==> src/rtl/muldiv_unit_if.sv <==
// Request/response bundle between the core pipeline and the multiply/divide unit.
// The core drives the request side; the unit drives busy/done/result back.
interface muldiv_unit_if #(
    parameter int XLEN = 32
);
    logic            start;
    logic [2:0]      funct3;
    logic [XLEN-1:0] src_a;
    logic [XLEN-1:0] src_b;
    logic            flush;
    logic            busy;
    logic            done;
    logic [XLEN-1:0] result;

    // start is taken only while busy=0 and flush=0; done is a single-cycle
    // pulse during which result is the writeback value.
    modport master (
        output start, funct3, src_a, src_b, flush,
        input  busy, done, result
    );

    modport slave (
        input  start, funct3, src_a, src_b, flush,
        output busy, done, result
    );
endinterface

==> src/rtl/muldiv_unit.sv <==
// Iterative RV32M multiply/divide unit: shift-add multiply and restoring divide,
// one bit per cycle, with sign fix-up in a final cycle before the done pulse.
module muldiv_unit #(
    parameter int XLEN  = 32,
    parameter int CNT_W = 6
) (
    input  logic               clk,
    input  logic               rst,
    muldiv_unit_if.slave       i_bus,
    output logic [1:0]         o_state
);
    typedef enum logic [1:0] {S_IDLE, S_CALC, S_FIX, S_DONE} state_t;

    localparam logic [XLEN-1:0]  MIN_NEG  = {1'b1, {(XLEN-1){1'b0}}};
    localparam logic [CNT_W-1:0] LAST_CNT = CNT_W'(XLEN - 1);

    state_t              r_state, w_next;
    logic [2:0]          r_op;
    logic [XLEN-1:0]     r_b;
    logic [2*XLEN-1:0]   r_acc;
    logic [CNT_W-1:0]    r_cnt;
    logic                r_neg;
    logic                r_a_neg;
    logic [XLEN-1:0]     r_result;

    logic                w_accept, w_a_signed, w_b_signed, w_a_neg, w_b_neg;
    logic [XLEN-1:0]     w_a_abs, w_b_abs;
    logic                w_div_zero, w_div_ovf, w_special;
    logic [XLEN-1:0]     w_special_res;
    logic [XLEN:0]       w_mul_sum, w_div_cand, w_div_diff;
    logic [2*XLEN-1:0]   w_iter_acc, w_prod;
    logic [XLEN-1:0]     w_quo, w_rem, w_fix_res;

    // Operand conditioning at acceptance: MULHU/DIVU/REMU are fully unsigned,
    // MULHSU treats only rs1 as signed.
    always_comb begin
        w_accept   = (r_state == S_IDLE) && i_bus.start && !i_bus.flush;
        w_a_signed = (i_bus.funct3 != 3'b011) && (i_bus.funct3 != 3'b101) && (i_bus.funct3 != 3'b111);
        w_b_signed = w_a_signed && (i_bus.funct3 != 3'b010);
        w_a_neg    = w_a_signed && i_bus.src_a[XLEN-1];
        w_b_neg    = w_b_signed && i_bus.src_b[XLEN-1];
        w_a_abs    = w_a_neg ? -i_bus.src_a : i_bus.src_a;
        w_b_abs    = w_b_neg ? -i_bus.src_b : i_bus.src_b;
        w_div_zero = i_bus.funct3[2] && (i_bus.src_b == '0);
        w_div_ovf  = i_bus.funct3[2] && !i_bus.funct3[0] &&
                     (i_bus.src_a == MIN_NEG) && (i_bus.src_b == '1);
        w_special  = w_div_zero || w_div_ovf;
        if (w_div_zero) w_special_res = i_bus.funct3[1] ? i_bus.src_a : '1;
        else            w_special_res = i_bus.funct3[1] ? '0 : MIN_NEG;
    end

    // Multiply keeps {partial_hi, remaining_multiplier}; divide keeps
    // {partial_remainder, dividend_bits_then_quotient_bits}.
    always_comb begin
        w_mul_sum  = {1'b0, r_acc[2*XLEN-1:XLEN]} + (r_acc[0] ? {1'b0, r_b} : '0);
        w_div_cand = r_acc[2*XLEN-1:XLEN-1];
        w_div_diff = w_div_cand - {1'b0, r_b};
        if (!r_op[2])            w_iter_acc = {w_mul_sum, r_acc[XLEN-1:1]};
        else if (!w_div_diff[XLEN]) w_iter_acc = {w_div_diff[XLEN-1:0], r_acc[XLEN-2:0], 1'b1};
        else                     w_iter_acc = {r_acc[2*XLEN-2:0], 1'b0};
    end

    always_comb begin
        w_prod = r_neg ? -r_acc : r_acc;
        w_quo  = r_neg ? -r_acc[XLEN-1:0] : r_acc[XLEN-1:0];
        w_rem  = r_a_neg ? -r_acc[2*XLEN-1:XLEN] : r_acc[2*XLEN-1:XLEN];
        case (r_op)
            3'b000:                 w_fix_res = w_prod[XLEN-1:0];
            3'b001, 3'b010, 3'b011: w_fix_res = w_prod[2*XLEN-1:XLEN];
            3'b100, 3'b101:         w_fix_res = w_quo;
            default:                w_fix_res = w_rem;
        endcase
    end

    always_comb begin
        w_next = r_state;
        case (r_state)
            S_IDLE: if (w_accept) w_next = w_special ? S_DONE : S_CALC;
            S_CALC: if (r_cnt == LAST_CNT) w_next = S_FIX;
            S_FIX:  w_next = S_DONE;
            S_DONE: w_next = S_IDLE;
            default: w_next = S_IDLE;
        endcase
        if (i_bus.flush) w_next = S_IDLE;
    end

    always_ff @(posedge clk) begin
        if (rst) r_state <= S_IDLE;
        else     r_state <= w_next;
    end

    always_ff @(posedge clk) begin
        if (rst) begin
            r_op     <= '0;
            r_b      <= '0;
            r_acc    <= '0;
            r_cnt    <= '0;
            r_neg    <= 1'b0;
            r_a_neg  <= 1'b0;
            r_result <= '0;
        end else if (!i_bus.flush) begin
            case (r_state)
                S_IDLE: if (w_accept) begin
                    r_op    <= i_bus.funct3;
                    r_b     <= w_b_abs;
                    r_acc   <= {{XLEN{1'b0}}, w_a_abs};
                    r_cnt   <= '0;
                    r_neg   <= w_a_neg ^ w_b_neg;
                    r_a_neg <= w_a_neg;
                    if (w_special) r_result <= w_special_res;
                end
                S_CALC: begin
                    r_acc <= w_iter_acc;
                    r_cnt <= r_cnt + 1'b1;
                end
                S_FIX:   r_result <= w_fix_res;
                default: ;
            endcase
        end
    end

    assign i_bus.busy   = (r_state != S_IDLE);
    assign i_bus.done   = (r_state == S_DONE) && !i_bus.flush;
    assign i_bus.result = r_result;
    assign o_state      = r_state;
endmodule

==> src/flat_wrapper.sv <==
// flat-port wrapper written by rule: the top's interface ports become plain ports
module muldiv_unit_flat 
#(
    parameter int XLEN  = 32,
    parameter int CNT_W = 6
)
  (clk, rst, o_state, i_bus_start, i_bus_funct3, i_bus_src_a, i_bus_src_b, i_bus_flush, i_bus_busy, i_bus_done, i_bus_result);
  muldiv_unit_if #(.XLEN(XLEN)) i_bus_i ();
  input  logic clk;
  input  logic rst;
  output logic [1:0] o_state;
  input wire logic [$bits(i_bus_i.start)-1:0] i_bus_start;
  input wire logic [$bits(i_bus_i.funct3)-1:0] i_bus_funct3;
  input wire logic [$bits(i_bus_i.src_a)-1:0] i_bus_src_a;
  input wire logic [$bits(i_bus_i.src_b)-1:0] i_bus_src_b;
  input wire logic [$bits(i_bus_i.flush)-1:0] i_bus_flush;
  output wire logic [$bits(i_bus_i.busy)-1:0] i_bus_busy;
  output wire logic [$bits(i_bus_i.done)-1:0] i_bus_done;
  output wire logic [$bits(i_bus_i.result)-1:0] i_bus_result;
  assign i_bus_i.start = i_bus_start;
  assign i_bus_i.funct3 = i_bus_funct3;
  assign i_bus_i.src_a = i_bus_src_a;
  assign i_bus_i.src_b = i_bus_src_b;
  assign i_bus_i.flush = i_bus_flush;
  assign i_bus_busy = i_bus_i.busy;
  assign i_bus_done = i_bus_i.done;
  assign i_bus_result = i_bus_i.result;
  muldiv_unit #(.XLEN(XLEN), .CNT_W(CNT_W)) u_core (.clk(clk), .rst(rst), .i_bus(i_bus_i), .o_state(o_state));
endmodule
==> config.mk <==
export PLATFORM = sky130hd
export DESIGN_NAME = muldiv_unit_flat
export DESIGN_NICKNAME = d
export VERILOG_FILES = /design/src/rtl/muldiv_unit_if.sv /design/src/rtl/muldiv_unit.sv /design/src/flat_wrapper.sv
export SDC_FILE = /design/constraint.sdc
export NUM_CORES = 1
export LEC_CHECK = 0
export BUFFER_PORTS_ARGS = -buffer_cell sky130_fd_sc_hd__buf_4
export CAP_MARGIN = 20
export CORE_MARGIN = 3
export CORE_UTILIZATION = 45
export DETAILED_ROUTE_END_ITERATION = 8
export PLACE_DENSITY = 0.69
export SLEW_MARGIN = 10
export SYNTH_ARGS = -nofsm -noshare
export SYNTH_HDL_FRONTEND = slang
export SYNTH_SLANG_ARGS = --single-unit
==> constraint.sdc <==
create_clock -name clk -period 4.85 [get_ports clk]
set_clock_uncertainty 0.15 [all_clocks]
set_input_delay 0.97 -clock clk [delete_from_list [all_inputs] [get_ports clk]]
set_output_delay 0.97 -clock clk [all_outputs]
set_load 0.02 [all_outputs]
==> results.yml <==
floorplan:
  start_util_pct: 45.95
  fp.coreArea_mm2: 0.03075
  die_h_um: 183.2
  die_x_um: 183.2
  num_rows: 64
  dieArea_mm2: 0.03356
  pin_count: 107
worst_hold_path:
  holdCritPathClass: "register to register"
  hold_start: "u_core.r_b[26]"
placement:
  place_inst: 2400
  placed_cell_area_mm2: 0.01526
  portBuffers: 106
  routabilityCongestion: 1.013
  dp_hpwl_um: 40050
  dpl_worst_slack_ns: 0.04013
worst_setup_path:
  start_kind: "register"
  cpMaxStageDelayCell: "mux2i_1"
  crit_fanout: 20
  crit_chain: "inv_1 -> fa_1 -> nand2b_1 -> a21oi_1 -> o21ai_0 -> a211oi_1 -> o211ai_2 -> mux2i_1 -> or2_2 -> mux2_1 -> a311oi_1"
  r2r_end: "u_core.r_acc[37]"
  rrSetupSlack_ns: 0.28
  r2r_cells: 11
  max_stage_delay_ns: 0.67
  critPathRequiredTime_ns: 5.05
  critPathCapture: "u_core.r_acc[37]"
  timing.rr.start: "u_core.r_acc[32]"
  crit_start: "u_core.r_acc[32]"
  cp-end-kind: "register"
  path_class: "register to register"
  crit_arrival_ns: 4.76
final_layout:
  nets: 2170
  drive_above_1_share_pct: 10.96
  final_common_cell: "nand2_1"
  finalInstanceArea_mm2: 0.01585
  finalNonFillerCells: 2431
  area_growth_pct: 12.18
  antenna-diode-count: 0
  mostFrequentLayoutCells: "229 x nand2_1, 173 x nor2_1, 172 x a21oi_1, 166 x o21ai_0, 152 x buf_4"
  post-route-util_pct: 51.54
detailed_routing:
  drt-total-wl_um: 53220
  vias: 15570
  drt_pass1_iterations: 6
  drt_iter0_markers: 1777
  via_per_inst: 6.404
  drc: 0
  postRouteAntennaNets: 0
  avgRoutedWirePerCell_um: 21.89
clock_tree:
  cts_sinks: 141
  cts_max_level: 4
  ctsResizeCount: 0
  cts_hold_buf: 0
  cts-buffers-inserted: 17
  clk_pin_slew_worst_paths_ns: 0.07
  clockBufferDepth: 2
  cts_tree: "built"
  worstSkewPairLatency_ns: 0.44
  clock-root-buffer: "clkbuf_16"
  cts_setup_buffers: 0
sta:
  final.setup.tns_ns: 0
  min_period_ns: 4.568
  hold_viol: 0
  drv_slew: 0
  fin_hold_ws_ns: 0.3017
  maxSlewHeadroom_pct: 15.06
  setup_slack_ns: 0.2819
  post-route-period-util_pct: 94.19
  rsz0062_at_grt: "no"
  setup_violations: 0
  clock.fmax_mhz: 218.9
  worst_pin_slew_ns: 1.256
power_and_ir_drop:
  p_leak_nw: 6.106
  p_per_area_mw_per_mm2: 235.0
  power_mw: 3.724
  ir_drop_mv: 0.2009
global_routing:
  grt_overflow: 0
  grt_usage_pct: 30.80
  grt_pass1_vias: 14240
  grt_pass1_wl_um: 82300
  grt_start_max_net_pins: 70
  antenna_found_initial: 1
synth:
  synthesis.instances: 1991
  yosysSeqAreaShare_pct: 19.98
  synth-edff-count: 0
  syn_area_mm2: 0.01413
  ys_seq_elements: 141
  ys_warn_count: 0
  synth_fp_nets: 2138
  synthArstFlopShare_pct: 0
  synth_ff_type: "dfxtp_1"
  syn_avg_cell_area_um2: 7.096
  synth_cell_types: 80
flow_run:
  maxCapViolCount: 0
status:
  status: "completed"
## per-layer routing
metal	GRT usage (%)	vias up	part of all wire, %
met5	0	-	0.024
li1	-	7321	-
met4	7.800	2	2.2
met2	47.41	781	43
met3	5.831	84	10
met1	44.39	7381	44
## cells by family (layout without fill, tap and decap cells)
family          count (synthesis)  after routing  synth area share, %
fa+ha+maj                      76             76                6.837
xor+xnor                      186            186                11.58
simple gates                  663            663                22.14
compound gates                660            660                29.78
mux                            55             55                3.923
flops                         141            141                19.98
buf+inv                       210            254                5.756
## worst min-delay path by stage
stage	end	slack, ns	depth (start not counted)
floorplan	u_core.r_b[22]	0.28	2
global placement	u_core.r_b[29]	0.29	2
detailed placement	u_core.r_b[26]	0.30	2
CTS	u_core.r_b[26]	0.30	2
global route	u_core.r_b[26]	0.35	2
finish	u_core.r_b[26]	0.30	2
## final cells by class
| class | instances | area (µm²) |
|---|---|---|
| clock buffer | 17 | 425.4 |
| timing repair buffer | 153 | 1161 |
| clock inverter | 14 | 160.2 |
| inverter | 70 | 262.8 |
| fill | 3039 | 14900 |
| multi-input combinational | 1640 | 10520 |
| sequential | 141 | 2824 |
| tap | 396 | 495.5 |
## synth_stat cells, types with 14 or more instances
cell | n | area share (%)
a211oi_1 | 46 | 2.4
a21o_1 | 28 | 1.5
a21oi_1 | 172 | 6.1
a22oi_1 | 15 | 0.80
and3_1 | 17 | 0.75
buf_1 | 15 | 0.40
buf_2 | 14 | 0.50
clkbuf_1 | 110 | 2.9
dfxtp_1 | 141 | 20
ha_1 | 74 | 6.6
inv_1 | 70 | 1.9
mux2i_1 | 52 | 3.7
nand2_1 | 229 | 6.1
nand2b_1 | 22 | 0.97
nand3_1 | 31 | 1.1
nand4_1 | 20 | 0.89
nor2_1 | 176 | 4.7
nor3_1 | 49 | 1.7
nor4_1 | 19 | 0.84
o211ai_1 | 43 | 2.3
o21ai_0 | 166 | 5.9
o22ai_1 | 28 | 1.2
o31ai_1 | 32 | 1.7
or3_1 | 30 | 1.3
xnor2_1 | 73 | 4.5
xor2_1 | 112 | 6.9
## power breakdown
part	total [mW]	switching [mW]	internal, mW
clock	1.42	0.654	0.769
sequential	1.28	0.0699	1.21
combinational	1.02	0.653	0.372
total	3.72	1.38	2.35
## flip-flops by register name, summed over array words and instances (netlist names)
| register | flops |
|---|---|
| u_core.r_neg | 1 |
| u_core.r_acc | 64 |
| u_core.i_bus.result | 32 |
| u_core.r_a_neg | 1 |
| u_core.r_cnt | 6 |
| u_core.r_op | 3 |
| u_core.r_b | 32 |
| u_core.o_state | 2 |
## worst max-delay path: cells and delay by family, from the launching register on
kind,cells,cell delay [ns]
buffers and inverters,1,0.14
adders and majority gates,1,0.48
and+or+nand+nor,2,0.72
DFF,1,0.53
AOI/OAI and AO/OA,5,1.41
muxes,2,1.04
No activity file was read; power rests on OpenSTA's default activity.
